### src/rtl/dmem_arbiter.sv
// Two-port (CPU/DMA) data-memory arbiter with weighted round robin and a DMA lock.
// Grants are combinational; read data returns one cycle after the grant. A requester that loses arbitration simply holds its request.
module dmem_arbiter #(
    parameter int CPU_WEIGHT = 3
) (
    input  logic        clk,
    input  logic        reset,
    input  logic        c_req,
    input  logic [3:0]  c_we,
    input  logic [31:0] c_addr,
    input  logic [31:0] c_wdata,
    output logic        c_gnt,
    output logic        c_rvalid,
    output logic [31:0] c_rdata,
    input  logic        d_req,
    input  logic [3:0]  d_we,
    input  logic [31:0] d_addr,
    input  logic [31:0] d_wdata,
    input  logic        d_lock,
    output logic        d_gnt,
    output logic        d_rvalid,
    output logic [31:0] d_rdata,
    output logic        m_en,
    output logic [31:0] m_daddr,
    output logic [31:0] m_dwdata,
    output logic [3:0]  m_we,
    input  logic [31:0] m_drdata
);

    typedef enum logic {ARB, LOCK} state_t;

    localparam logic [3:0] WEIGHT = 4'(CPU_WEIGHT);

    state_t     state, state_nxt;
    logic [3:0] cnt, cnt_nxt;
    logic       c_rd_pend, d_rd_pend;

    always_ff @(posedge clk or posedge reset) begin
        if (reset) begin
            state     <= ARB;
            cnt       <= 4'd0;
            c_rd_pend <= 1'b0;
            d_rd_pend <= 1'b0;
        end else begin
            state     <= state_nxt;
            cnt       <= cnt_nxt;
            c_rd_pend <= c_gnt && (c_we == 4'b0000);
            d_rd_pend <= d_gnt && (d_we == 4'b0000);
        end
    end

    always_comb begin
        c_gnt     = 1'b0;
        d_gnt     = 1'b0;
        state_nxt = state;
        cnt_nxt   = cnt;

        // Grants are gated by reset so the outputs go quiet the moment reset rises.
        if (!reset) begin
            if (state == LOCK && d_lock) begin
                d_gnt = d_req;
            end else if (c_req && d_req) begin
                if (cnt < WEIGHT) c_gnt = 1'b1;
                else              d_gnt = 1'b1;
            end else begin
                c_gnt = c_req;
                d_gnt = d_req;
            end

            if (d_gnt || !d_req) cnt_nxt = 4'd0;
            else if (c_gnt)      cnt_nxt = cnt + 4'd1;

            if (d_gnt && d_lock)                   state_nxt = LOCK;
            else if (state == LOCK && !d_lock)     state_nxt = ARB;
        end
    end

    assign m_en     = c_gnt | d_gnt;
    assign m_we     = c_gnt ? c_we    : (d_gnt ? d_we    : 4'b0000);
    assign m_daddr  = c_gnt ? c_addr  : (d_gnt ? d_addr  : 32'd0);
    assign m_dwdata = c_gnt ? c_wdata : (d_gnt ? d_wdata : 32'd0);

    assign c_rvalid = c_rd_pend;
    assign d_rvalid = d_rd_pend;
    assign c_rdata  = c_rd_pend ? m_drdata : 32'd0;
    assign d_rdata  = d_rd_pend ? m_drdata : 32'd0;

endmodule

### config.mk
export PLATFORM = sky130hd
export DESIGN_NAME = dmem_arbiter
export DESIGN_NICKNAME = d
export VERILOG_FILES = /design/src/rtl/dmem_arbiter.sv
export SDC_FILE = /design/constraint.sdc
export NUM_CORES = 1
export LEC_CHECK = 0
export ABC_CLOCK_PERIOD_IN_PS = 2400
export BUFFER_PORTS_ARGS = -buffer_cell sky130_fd_sc_hd__buf_2
export CORE_AREA = 2 2 120 122
export DETAILED_ROUTE_END_ITERATION = 10
export DIE_AREA = 0 0 122 124
export PLACE_DENSITY = 0.46
export SYNTH_ARGS = -nofsm -noshare
export SYNTH_HDL_FRONTEND = slang
export SYNTH_SLANG_ARGS = --single-unit
### constraint.sdc
create_clock -name clk -period 2.4 [get_ports clk]
set_clock_uncertainty 0.05 [all_clocks]
set_input_delay 0.48 -clock clk [delete_from_list [all_inputs] [get_ports clk]]
set_output_delay 0.48 -clock clk [all_outputs]
set_load 0.02 [all_outputs]
==> reports/qor_table.md <==
| Item | This run | Unit |
|:---|:---|:---|
| Register bit count reported by yosys | 7 | - |
| Start point of the worst hold path | d_we[3] | - |
| Critical Setup Path Class | flip-flop to primary output | - |
| CTS buffer count | 3 | - |
| Root buffer selected by CTS | sky130_fd_sc_hd__clkbuf_16 | - |
| RD Place Congestion | 0.7482 | - |
| Vertical die dimension | 124 | um |
| Combinational fraction of design power | 65.4 | % |
| Count of standard-cell rows | 43 | - |
| Syn_area_per_cell | 6.147 | um2 |
| Total non-filler cell area in the finished layout | 5102 | um2 |
| R2R depth | 5 | - |
| Leftover overflow at the end of global routing | 0 | - |
| Initial antenna violation count | 3 | - |
| Number of hold buffers added after cts | 0 | - |
| Clock power frac | 23.8 | % |
| Number of buffers between clock root and the deepest sink | 2 | - |
| Maximum net fanout on the critical path | 6 | - |
| Post-synth cell types | 23 | - |
| Routed Wire Length | 16170 | um |
| Final critical-path share of the clock period | 105.8 | % |
| Pre-Repair DR Iteration Count | 4 | - |
| Fraction of final layout cells with drive strength greater than 1 | 65.96 | % |
| Data arrival at the endpoint of the critical path | 2.01 | ns |
| Proportion of synthesized chip area in sequential cells | 8.028 | % |
| Clock edge transition at the registers on the reported setup and hold paths | 0.04 | ns |
| Clock tree from TritonCTS | built | - |
| Global-route wire length before repair | 19550 | um |
| Cells after Synth | 355 | - |
| Worst slew pin tran | 0.7193 | ns |
| Clock period minus final worst setup slack | 2.540 | ns |
| Total Routing Usage GR | 16.65 | % |
| Endpoint with the worst hold slack | d_rvalid | - |
| Fraction of power spent switching nets | 41.47 | % |
| Unrepaired setup endpoints after global routing | true | - |
| Detailed-placement wirelength estimate | 10060 | um |
| Internal power | 0.6968 | mW |
| Headroom to the max-slew limit | 52.05 | % |
| Setup-violating endpoint count in the final report | 68 | - |
| Average via count per standard cell | 4.955 | - |
| Synthesis warning total | 0 | - |
| Pwr per Cell Area | 233.3 | nW/um2 |
| Area growth syn-to-layout | 133.8 | % |
| Final standard cell count with taps included and fillers excluded | 839 | - |
| Number of max-cap violations | 0 | - |
| Number of ports placed on the die boundary | 310 | - |
| Type of element capturing the critical path | primary output | - |
| Instance area after placement | 3950 | um2 |
| Kind of path behind the tightest hold check | primary input to flip-flop | - |
| Total standard cell area after synthesis | 2182 | um2 |
| Register-to-register path setup slack | 0.57 | ns |
| DRC violation count after routing | 0 | - |
| Area share of the largest cell type after synthesis | 23.39 | % |
| Die ar. | 15130 | um2 |
| Max Fclk | 393.7 | MHz |
| Total power | 1.191 | mW |
| Horizontal die dimension | 122 | um |
| CP required | 1.87 | ns |
| Vias after detailed routing | 4157 | - |
| Run status | finished with violations | - |
| Leading post-synthesis cells by cell area | sky130_fd_sc_hd__o211ai_1 (23%), sky130_fd_sc_hd__and2_1 (19%), sky130_fd_sc_hd__a21oi_1 (16%) | - |
| Average wire per cell in the routed design | 19.28 | um |
| Number of sinks handled by clock tree synthesis | 7 | - |
| Worst reg2reg endpoint | cnt[1] | - |
| Leakage power | 2.503 | nW |
| Violated checks | negative setup slack | - |
| Number of nets still failing antenna checks after routing | 0 | - |
| Post-Route Setup TNS | -5.672 | ns |
| Count of fill cells added during filler insertion | 1448 | - |
| Synthesized net count | 529 | - |
| Area of the core | 13720 | um2 |
| Later-pin clock latency in the skew report | 0.23 | ns |
| Effective utilization at floorplan | 15.91 | % |
| Switching component of the power | 0.4937 | mW |
| Final Hold Viols | 0 | - |
| Worst ir drop on vdd | 211.2 | uV |
| Type of origin of the critical path | flip-flop | - |
| Cell type with the largest total area after synthesis | sky130_fd_sc_hd__o211ai_1 | - |
| Post-layout util | 37.19 | % |
| Vias in the first global route | 3641 | - |
| Hold path cells | 3 | - |
| Fin worst setup slack | -0.1402 | ns |
| H-tree Lvls | 1 | - |
| Net count of the finished layout | 833 | - |
| Port-buffer cells | 309 | - |
| Total placed cells including tap cells | 807 | - |
| Sequential power share | 10.9 | % |
| Largest net degree at the start of global routing | 72 | - |
| 1st-iter DRT viols | 210 | - |
| Worst flop-to-flop path startpoint | cnt[0] | - |
| Fin. max-slew vios | 0 | - |
==> power groups by stage <==
stage               logic, mW  clock network [mW]  registers, mW
finish                  0.778               0.283          0.129
floorplan               0.323                   0          0.128
detailed placement      0.625                   0          0.130
global route            0.832               0.302          0.130
CTS                     0.696               0.288          0.128
global placement        0.621                   0          0.130
==> cell type report <==
| cell class | instances | area [um2] | share of cell area (%) |
|---|---|---|---|
| Inverter | 1 | 3.754 | 0.07357 |
| Clock inverter | 1 | 5.005 | 0.09809 |
| Clock buffer | 3 | 75.07 | 1.471 |
| Multi-Input combinational cell | 295 | 2145 | 42.03 |
| Sequential cell | 7 | 175.2 | 3.433 |
| Tap cell | 180 | 225.2 | 4.414 |
| Antenna cell | 1 | 2.502 | 0.04904 |
| Timing Repair Buffer | 351 | 2471 | 48.43 |
==> cells in the mapped netlist <==
cell                       count
sky130_fd_sc_hd__dfrtp_1       7
sky130_fd_sc_hd__a21bo_2       1
sky130_fd_sc_hd__nor3_1        3
sky130_fd_sc_hd__buf_4         1
sky130_fd_sc_hd__clkbuf_1     40
sky130_fd_sc_hd__buf_6         1
sky130_fd_sc_hd__nor2_1        4
sky130_fd_sc_hd__o41ai_2       2
sky130_fd_sc_hd__nand2b_1      1
sky130_fd_sc_hd__inv_1         1
sky130_fd_sc_hd__or3_1         1
sky130_fd_sc_hd__ha_1          1
sky130_fd_sc_hd__and2_1       66
sky130_fd_sc_hd__nand3_1      68
sky130_fd_sc_hd__o31ai_4       1
sky130_fd_sc_hd__o211ai_1     68
sky130_fd_sc_hd__or4_1         2
sky130_fd_sc_hd__o21ai_0       1
sky130_fd_sc_hd__o22a_1        1
sky130_fd_sc_hd__buf_2        11
sky130_fd_sc_hd__a21boi_1      1
sky130_fd_sc_hd__a21oi_1      69
sky130_fd_sc_hd__nand2_1       4
==> timing repair <==
action / in CTS / in global routing
setup endpoints to repair: 70 / 70
pin swaps: 50 / 34
setup buffers: 7 / 5
resized for setup: 96 / 94
hold endpoints to repair: 0 / 0
cloned: 5 / 12
==> critical path: stages, from the launching register on <==
cell,delay [ns]
sky130_fd_sc_hd__dfrtp_1,0.41
sky130_fd_sc_hd__ha_4,0.18
sky130_fd_sc_hd__buf_6,0.11
sky130_fd_sc_hd__o31ai_4,0.26
sky130_fd_sc_hd__buf_6,0.22
sky130_fd_sc_hd__buf_16,0.14
sky130_fd_sc_hd__nand3_1,0.10
sky130_fd_sc_hd__a21oi_2,0.20
sky130_fd_sc_hd__buf_6,0.14
==> layout by cell type, fill, tap and decap left out <==
| cell | n |
|---|---|
| sky130_fd_sc_hd__and2_1 | 66 |
| sky130_fd_sc_hd__nand2b_1 | 1 |
| sky130_fd_sc_hd__o21ai_2 | 1 |
| sky130_fd_sc_hd__buf_16 | 4 |
| sky130_fd_sc_hd__or3_4 | 2 |
| sky130_fd_sc_hd__a21oi_2 | 52 |
| sky130_fd_sc_hd__buf_6 | 25 |
| sky130_fd_sc_hd__buf_12 | 12 |
| sky130_fd_sc_hd__buf_8 | 1 |
| sky130_fd_sc_hd__nand2_1 | 4 |
| sky130_fd_sc_hd__or4_1 | 2 |
| sky130_fd_sc_hd__diode_2 | 1 |
| sky130_fd_sc_hd__nand3_2 | 13 |
| sky130_fd_sc_hd__a21oi_1 | 16 |
| sky130_fd_sc_hd__inv_1 | 1 |
| sky130_fd_sc_hd__buf_2 | 240 |
| sky130_fd_sc_hd__dfrtp_1 | 7 |
| sky130_fd_sc_hd__ha_4 | 1 |
| sky130_fd_sc_hd__o31ai_4 | 1 |
| sky130_fd_sc_hd__o41ai_2 | 2 |
| sky130_fd_sc_hd__clkinv_2 | 1 |
| sky130_fd_sc_hd__o22a_1 | 1 |
| sky130_fd_sc_hd__nand3_4 | 4 |
| sky130_fd_sc_hd__o211ai_1 | 68 |
| sky130_fd_sc_hd__a21boi_4 | 1 |
| sky130_fd_sc_hd__nor2_1 | 4 |
| sky130_fd_sc_hd__nor3_1 | 3 |
| sky130_fd_sc_hd__buf_4 | 63 |
| sky130_fd_sc_hd__a21oi_4 | 1 |
| sky130_fd_sc_hd__clkbuf_16 | 9 |
| sky130_fd_sc_hd__a21bo_2 | 1 |
| sky130_fd_sc_hd__nand3_1 | 51 |
==> per-stage QoR <==
stage	setup slack [ns]	hold slack (ns)
after detailed placement	0.02436	0.4287
after global placement	0.06213	0.4171
after floorplan	0.1733	0.4025
after CTS	-0.1707	0.4519
after global routing	-0.2213	0.4701
final	-0.1402	0.4697
==> kinds of logic after synthesis <==
family / Yosys count / synth area share (%)
AOI/OAI and AO/OA: 144 / 43.12
adders and majority gates: 1 / 0.5733
buffers and inverters: 54 / 10.44
DFF: 7 / 8.028
and+or+nand+nor: 149 / 37.84
==> worst max path at each step <==
stage / from / endpoint / slack, ns / cells past startpoint
3_5_place_dp: cnt[0] / m_daddr[16] / 0.02 / 8
2_1_floorplan: cnt[0] / m_dwdata[22] / 0.17 / 6
5_1_grt: cnt[0] / m_daddr[15] / -0.22 / 9
4_1_cts: cnt[1] / m_daddr[17] / -0.17 / 9
3_3_place_gp: cnt[0] / m_daddr[12] / 0.06 / 6
6_report: cnt[0] / m_dwdata[11] / -0.14 / 8
==> flip-flops by register name, indices dropped and copies added (netlist names) <==
register,flops
cnt,4
c_rvalid,1
d_rvalid,1
state,1
==> metal layers <==
layer	track usage, %	vias to the layer above	part of all wire [%]
met5	0	-	0
met2	31.60	254	52
li1	-	1924	-
met1	19.70	1951	37
met3	2.610	28	8.2
met4	3.376	0	2.4
Power figures use the tool's default switching activity.
